`config.mk`:
```
export PLATFORM = sky130hd
export DESIGN_NAME = fetch_queue_flat
export DESIGN_NICKNAME = d
export VERILOG_FILES = /design/src/rtl/fetch_queue_if.sv /design/src/rtl/fetch_queue.sv /design/src/flat_wrapper.sv
export SDC_FILE = /design/constraint.sdc
export NUM_CORES = 1
export LEC_CHECK = 0
export CORE_ASPECT_RATIO = 0.7
export CORE_UTILIZATION = 50
export CTS_BUF_LIST = sky130_fd_sc_hd__clkbuf_4
export DETAILED_ROUTE_END_ITERATION = 6
export PLACE_DENSITY = 0.8
export SLEW_MARGIN = 5
export SYNTH_ARGS = -nofsm -noshare
export SYNTH_HDL_FRONTEND = slang
export SYNTH_SLANG_ARGS = --single-unit
```
`constraint.sdc`:
```
create_clock -name clk -period 7.2 [get_ports clk]
set_clock_uncertainty 0.05 [all_clocks]
set_input_delay 1.08 -clock clk [delete_from_list [all_inputs] [get_ports clk]]
set_output_delay 1.08 -clock clk [all_outputs]
set_load 0.02 [all_outputs]
```
`src/rtl/fetch_queue_if.sv`:
```
// fetch_queue_if: bundles the instruction-memory request/response pair, the
// redirect request and the decode-side valid/ready handshake of fetch_queue.
//
// Signals:
//   imem_en, imem_addr   fetch queue -> instruction memory read request
//   imem_rdata           instruction memory -> fetch queue, one cycle after request
//   redirect, redirect_pc  branch unit -> fetch queue, flush and restart
//   out_valid, out_instr, out_pc  fetch queue -> decode, head entry
//   out_ready            decode -> fetch queue, head accepted
//   count                fetch queue occupancy
//
// Modports: master = fetch queue side, slave = environment (memory/decode/branch).
interface fetch_queue_if #(
    parameter int D_WIDTH = 32,
    parameter int A_WIDTH = 32,
    parameter int DEPTH   = 4
);
    localparam int CNT_W = $clog2(DEPTH) + 1;

    logic               imem_en;
    logic [A_WIDTH-1:0] imem_addr;
    logic [D_WIDTH-1:0] imem_rdata;
    logic               redirect;
    logic [A_WIDTH-1:0] redirect_pc;
    logic               out_valid;
    logic [D_WIDTH-1:0] out_instr;
    logic [A_WIDTH-1:0] out_pc;
    logic               out_ready;
    logic [CNT_W-1:0]   count;

    modport master (
        output imem_en, imem_addr, out_valid, out_instr, out_pc, count,
        input  imem_rdata, redirect, redirect_pc, out_ready
    );

    modport slave (
        input  imem_en, imem_addr, out_valid, out_instr, out_pc, count,
        output imem_rdata, redirect, redirect_pc, out_ready
    );
endinterface

```
`src/rtl/fetch_queue.sv`:
```
// fetch_queue: instruction fetch front end. Owns the fetch PC, issues reads to
// a 1-cycle synchronous instruction memory, buffers returned words together
// with their PCs in a DEPTH-entry FIFO and presents the head to decode through
// a valid/ready handshake. A redirect flushes the FIFO, drops any response in
// flight and issues the target in the same cycle.
//
// Ports:
//   clk   rising-edge clock
//   rst   asynchronous, active-low reset (0 = reset)
//   bus   fetch_queue_if.master: imem_en/imem_addr/imem_rdata,
//         redirect/redirect_pc, out_valid/out_instr/out_pc/out_ready, count
module fetch_queue #(
    parameter int                 D_WIDTH  = 32,
    parameter int                 A_WIDTH  = 32,
    parameter int                 DEPTH    = 4,
    parameter logic [A_WIDTH-1:0] RESET_PC = '0
) (
    input  logic          clk,
    input  logic          rst,
    fetch_queue_if.master bus
);
    localparam int               PTR_W    = $clog2(DEPTH);
    localparam int               CNT_W    = PTR_W + 1;
    localparam logic [CNT_W:0]   FULL_LVL = DEPTH[CNT_W:0];

    logic [A_WIDTH-1:0] fetch_pc;
    logic               inflight;
    logic [A_WIDTH-1:0] inflight_pc;
    logic [D_WIDTH-1:0] instr_q [DEPTH];
    logic [A_WIDTH-1:0] pc_q    [DEPTH];
    logic [PTR_W-1:0]   rd_ptr;
    logic [PTR_W-1:0]   wr_ptr;
    logic [CNT_W-1:0]   count;

    logic               head_valid;
    logic               pop;
    logic               push;
    logic               issue;
    logic [CNT_W:0]     pending;
    logic [A_WIDTH-1:0] issue_addr;

    always_comb begin
        head_valid = (count != '0) && !bus.redirect;
        pop        = head_valid && bus.out_ready;
        push       = inflight && !bus.redirect;
        // Occupancy after this cycle's pop plus the word still in flight;
        // issuing only while it is below DEPTH is what makes overflow
        // impossible. The out_ready -> imem_en path keeps full throughput.
        pending    = {1'b0, count}
                   + {{CNT_W{1'b0}}, inflight}
                   - {{CNT_W{1'b0}}, pop};
        // Reset gates the request so memory sees no read while rst is low.
        issue      = rst && (bus.redirect || (pending < FULL_LVL));
        issue_addr = bus.redirect ? bus.redirect_pc : fetch_pc;
    end

    assign bus.imem_en   = issue;
    assign bus.imem_addr = issue_addr;
    assign bus.out_valid = head_valid;
    assign bus.out_instr = instr_q[rd_ptr];
    assign bus.out_pc    = pc_q[rd_ptr];
    assign bus.count     = count;

    always_ff @(posedge clk or negedge rst) begin
        if (!rst) begin
            fetch_pc    <= RESET_PC;
            inflight    <= 1'b0;
            inflight_pc <= '0;
            rd_ptr      <= '0;
            wr_ptr      <= '0;
            count       <= '0;
            for (int i = 0; i < DEPTH; i++) begin
                instr_q[i] <= '0;
                pc_q[i]    <= '0;
            end
        end else begin
            inflight <= issue;
            if (issue) begin
                inflight_pc <= issue_addr;
                fetch_pc    <= issue_addr + A_WIDTH'(4);
            end

            if (bus.redirect) begin
                // Flush: the response arriving now belongs to the old path.
                rd_ptr <= '0;
                wr_ptr <= '0;
                count  <= '0;
            end else begin
                if (push) begin
                    instr_q[wr_ptr] <= bus.imem_rdata;
                    pc_q[wr_ptr]    <= inflight_pc;
                    wr_ptr          <= wr_ptr + PTR_W'(1);
                end
                if (pop) begin
                    rd_ptr <= rd_ptr + PTR_W'(1);
                end
                if (push && !pop) begin
                    count <= count + CNT_W'(1);
                end else if (pop && !push) begin
                    count <= count - CNT_W'(1);
                end
            end
        end
    end
endmodule

```
`src/flat_wrapper.sv`:
```
// flat-port wrapper written by rule: the top's interface ports become plain ports
module fetch_queue_flat 
#(
    parameter int                 D_WIDTH  = 32,
    parameter int                 A_WIDTH  = 32,
    parameter int                 DEPTH    = 4,
    parameter logic [A_WIDTH-1:0] RESET_PC = '0
)
  (clk, rst, bus_imem_en, bus_imem_addr, bus_out_valid, bus_out_instr, bus_out_pc, bus_count, bus_imem_rdata, bus_redirect, bus_redirect_pc, bus_out_ready);
  fetch_queue_if #(.D_WIDTH(D_WIDTH), .A_WIDTH(A_WIDTH), .DEPTH(DEPTH)) bus_i ();
  input  logic clk;
  input  logic rst;
  output wire logic [$bits(bus_i.imem_en)-1:0] bus_imem_en;
  output wire logic [$bits(bus_i.imem_addr)-1:0] bus_imem_addr;
  output wire logic [$bits(bus_i.out_valid)-1:0] bus_out_valid;
  output wire logic [$bits(bus_i.out_instr)-1:0] bus_out_instr;
  output wire logic [$bits(bus_i.out_pc)-1:0] bus_out_pc;
  output wire logic [$bits(bus_i.count)-1:0] bus_count;
  input wire logic [$bits(bus_i.imem_rdata)-1:0] bus_imem_rdata;
  input wire logic [$bits(bus_i.redirect)-1:0] bus_redirect;
  input wire logic [$bits(bus_i.redirect_pc)-1:0] bus_redirect_pc;
  input wire logic [$bits(bus_i.out_ready)-1:0] bus_out_ready;
  assign bus_imem_en = bus_i.imem_en;
  assign bus_imem_addr = bus_i.imem_addr;
  assign bus_out_valid = bus_i.out_valid;
  assign bus_out_instr = bus_i.out_instr;
  assign bus_out_pc = bus_i.out_pc;
  assign bus_count = bus_i.count;
  assign bus_i.imem_rdata = bus_imem_rdata;
  assign bus_i.redirect = bus_redirect;
  assign bus_i.redirect_pc = bus_redirect_pc;
  assign bus_i.out_ready = bus_out_ready;
  fetch_queue #(.D_WIDTH(D_WIDTH), .A_WIDTH(A_WIDTH), .DEPTH(DEPTH), .RESET_PC(RESET_PC)) u_core (.clk(clk), .rst(rst), .bus(bus_i));
endmodule
```
==> metrics.md <==
| Metric | Value |
|---|---|
| Outcome | `completed` |
| Drt initial violations | `593` |
| Hold Crit Class | `in -> async` |
| Die X | `209 um` |
| Number of synthesized flops with an enable pin | `0` |
| Tcrit/Tclk final | `72.0%` |
| Dpl hpwl | `20100 um` |
| DR WL/cell | `19.7 um` |
| Cts repair resizes | `0` |
| Final Hold Viols | `0` |
| DRT Pass-1 Iters | `5` |
| Num rows | `52` |
| Mapped cell area | `0.0150 mm^2` |
| CP max FO | `7` |
| Setup Slack @ Placement | `2160 ps` |
| Routed vias | `9640` |
| WL final | `33400 um` |
| Syn. warnings | `0` |
| Final core occ | `61.3%` |
| Min Tclk post-route | `5180 ps` |
| Fillers | `2282` |
| Fin Setup TNS | `0 ps` |
| Largest net degree at the start of global routing | `174` |
| Placed inst area | `0.0169 mm^2` |
| Vias per inst | `5.67` |
| Final Instance Area | `0.0179 mm^2` |
| Mapped Cells | `1071` |
| Total gr overflow | `0` |
| IO Port Bufs | `168` |
| CP endpoint kind | `output port` |
| Vias in the first global route | `10100` |
| Die Height | `147 um` |
| Final setup violation count | `0` |
| Rel. slew slack | `28.0%` |
| CTS tree | `yes` |
| Max clock buf depth | `3` |
| Synthesized area per cell | `14.0 um^2` |
| # DRC | `0` |
| Distinct cells, synth | `50` |
| Fmax | `193 MHz` |
| Most frequent cells in the layout | `dfrtp_1, mux2_2, clkdlybuf4s50_1` |
| Initial antenna violation count | `0` |
| H-tree depth | `3` |
| Synth area leaders | `dfrtp_1, mux2_2, mux4_2, nand2_1, buf_2` |
| Final worst setup slack | `2020 ps` |
| Cts bufs inserted | `81` |
| GRT Total Usage | `22.7%` |
| Most common cell after layout, fill and taps aside | `dfrtp_1` |
| Async S/R FF share, synth | `100%` |
| Crit Path Class | `reg -> out` |
| Worst-Skew Late Latency | `700 ps` |
| Synth area leader | `dfrtp_1` |
| Sequential fraction of the synthesis area | `54.5%` |
| #FFs+latches synth | `326` |
| Clk sinks | `326` |
| Die area | `0.0306 mm^2` |
| Slew of the pin with the lowest slew margin | `1080 ps` |
| Leak pwr | `8.14 nW` |
| Detail Route Antenna Nets | `0` |
| Crit path DAT | `4050 ps` |
| Max VDD drop | `0.000253 V` |
| Share of the synthesized area in the top cell type | `54.5%` |
| WHS | `322 ps` |
| Pwr dens | `433 mW/mm^2` |
| R2R Setup Slk | `3220 ps` |
| Worst-path clk slew | `70 ps` |
| Root Buffer | `clkbuf_4` |
| RSZ-0062 raised after global routing | `false` |
| Ant. Diodes | `0` |
| Post-Synthesis Net Count | `1148` |
| Worst Path Required | `6070 ps` |
| Hold Buf Count CTS | `0` |
| RR Startpoint | `u_core.bus.count[2]` |
| Worst r2r path cells | `11` |
| Max-cap violations | `0` |
| Setup bufs post-CTS | `0` |
| Ys flop type | `dfrtp_1` |
| Placeable Area | `0.0291 mm^2` |
| CP Launch Type | `flop` |
| First-pass GRT wire length | `54500 um` |
| Layout Nets | `1339` |
| FF-to-FF End | `u_core.fetch_pc[25]` |
| Placer Congestion | `0.810` |
| Top Ports | `169` |
| Pins over their slew limit | `0` |
| Initial core utilization | `51.3%` |
| Layout area overhead | `19.5%` |
| Share of layout cells above drive strength 1 | `36.5%` |
[flip-flops by register name, summed over array words and instances, names as in the netlist]
name / cells
u_core.wr_ptr: 2
u_core.inflight_pc: 32
u_core.pc_q: 128
u_core.fetch_pc: 30
u_core.rd_ptr: 2
u_core.instr_q: 128
u_core.bus.count: 3
u_core.inflight: 1
[kinds of logic after synthesis]
family                     Yosys count  synth area share [%]
buffers and inverters               91                  2.94
xor gates and xnor gates            22                  1.29
muxes                              348                  30.9
adders and majority gates            9                 0.803
AOI/OAI and AO/OA                   75                  3.10
DFF                                326                  54.5
and+or+nand+nor                    200                  6.40
[cells in the mapped netlist (all sizes together) (7+ instances only)]
library cell	instances
buf	46
clkbuf	22
mux2	271
and3	7
inv	23
mux4	64
xnor2	17
mux2i	13
nand3	22
nand2	117
ha	8
dfrtp	326
a21oi	10
nand4	13
nor2	16
o21ai	36
[layout make-up]
type / instances / area [um^2] / area share, %
clock buffers: 119 / 893 / 5.00
clock inverters: 23 / 116 / 0.651
inverters: 23 / 86.3 / 0.483
multi-input cells: 654 / 6390 / 35.7
flip-flops and latches: 326 / 8170 / 45.7
well taps: 378 / 473 / 2.65
repair buffers: 176 / 1750 / 9.81
[worst max-delay path by stage]
stage / start / endpoint / slack [ps] / cells past startpoint
global route: u_core.bus.count[2] / bus_imem_en / 1790 / 10
global placement: bus_out_ready / bus_imem_en / 2230 / 11
CTS: u_core.bus.count[2] / bus_imem_en / 1930 / 10
finish: u_core.bus.count[2] / bus_imem_en / 2020 / 10
floorplan: bus_redirect / bus_imem_en / 2320 / 16
detailed placement: bus_out_ready / bus_imem_en / 2160 / 11
[power by group]
part           total, mW  switching [mW]  internal (mW)
clock               1.54           0.749          0.793
sequential          3.18           0.579           2.61
combinational       3.01            1.34           1.67
total               7.73            2.66           5.07
[routing by layer]
layer  vias up  global-route usage (%)  part of all wire [%]
met5         -                       0                     0
li1       4337                       -                     -
met1      4981                    32.2                    46
met4         0                    7.17                   1.5
met2       272                    34.6                    47
met3        50                    5.54                   5.8
[through the flow]
step           instances  power [mW]
2_1_floorplan       1071        5.02
3_3_place_gp        1557        6.12
3_5_place_dp        1557        6.24
4_1_cts             1699        7.82
5_1_grt             1699        8.22
6_report            1699        7.73
[worst max-delay path, stage by stage, from the launching register on]
cell             delay [ps]
dfrtp_1                 450
o31ai_1                 740
nor2_1                   90
ha_1                    210
inv_1                    60
ha_1                    220
and3b_4                 180
o221a_1                 230
or3b_4                  400
inv_1                   120
clkdlybuf4s50_1         640
Power figures use the tool's default switching activity.
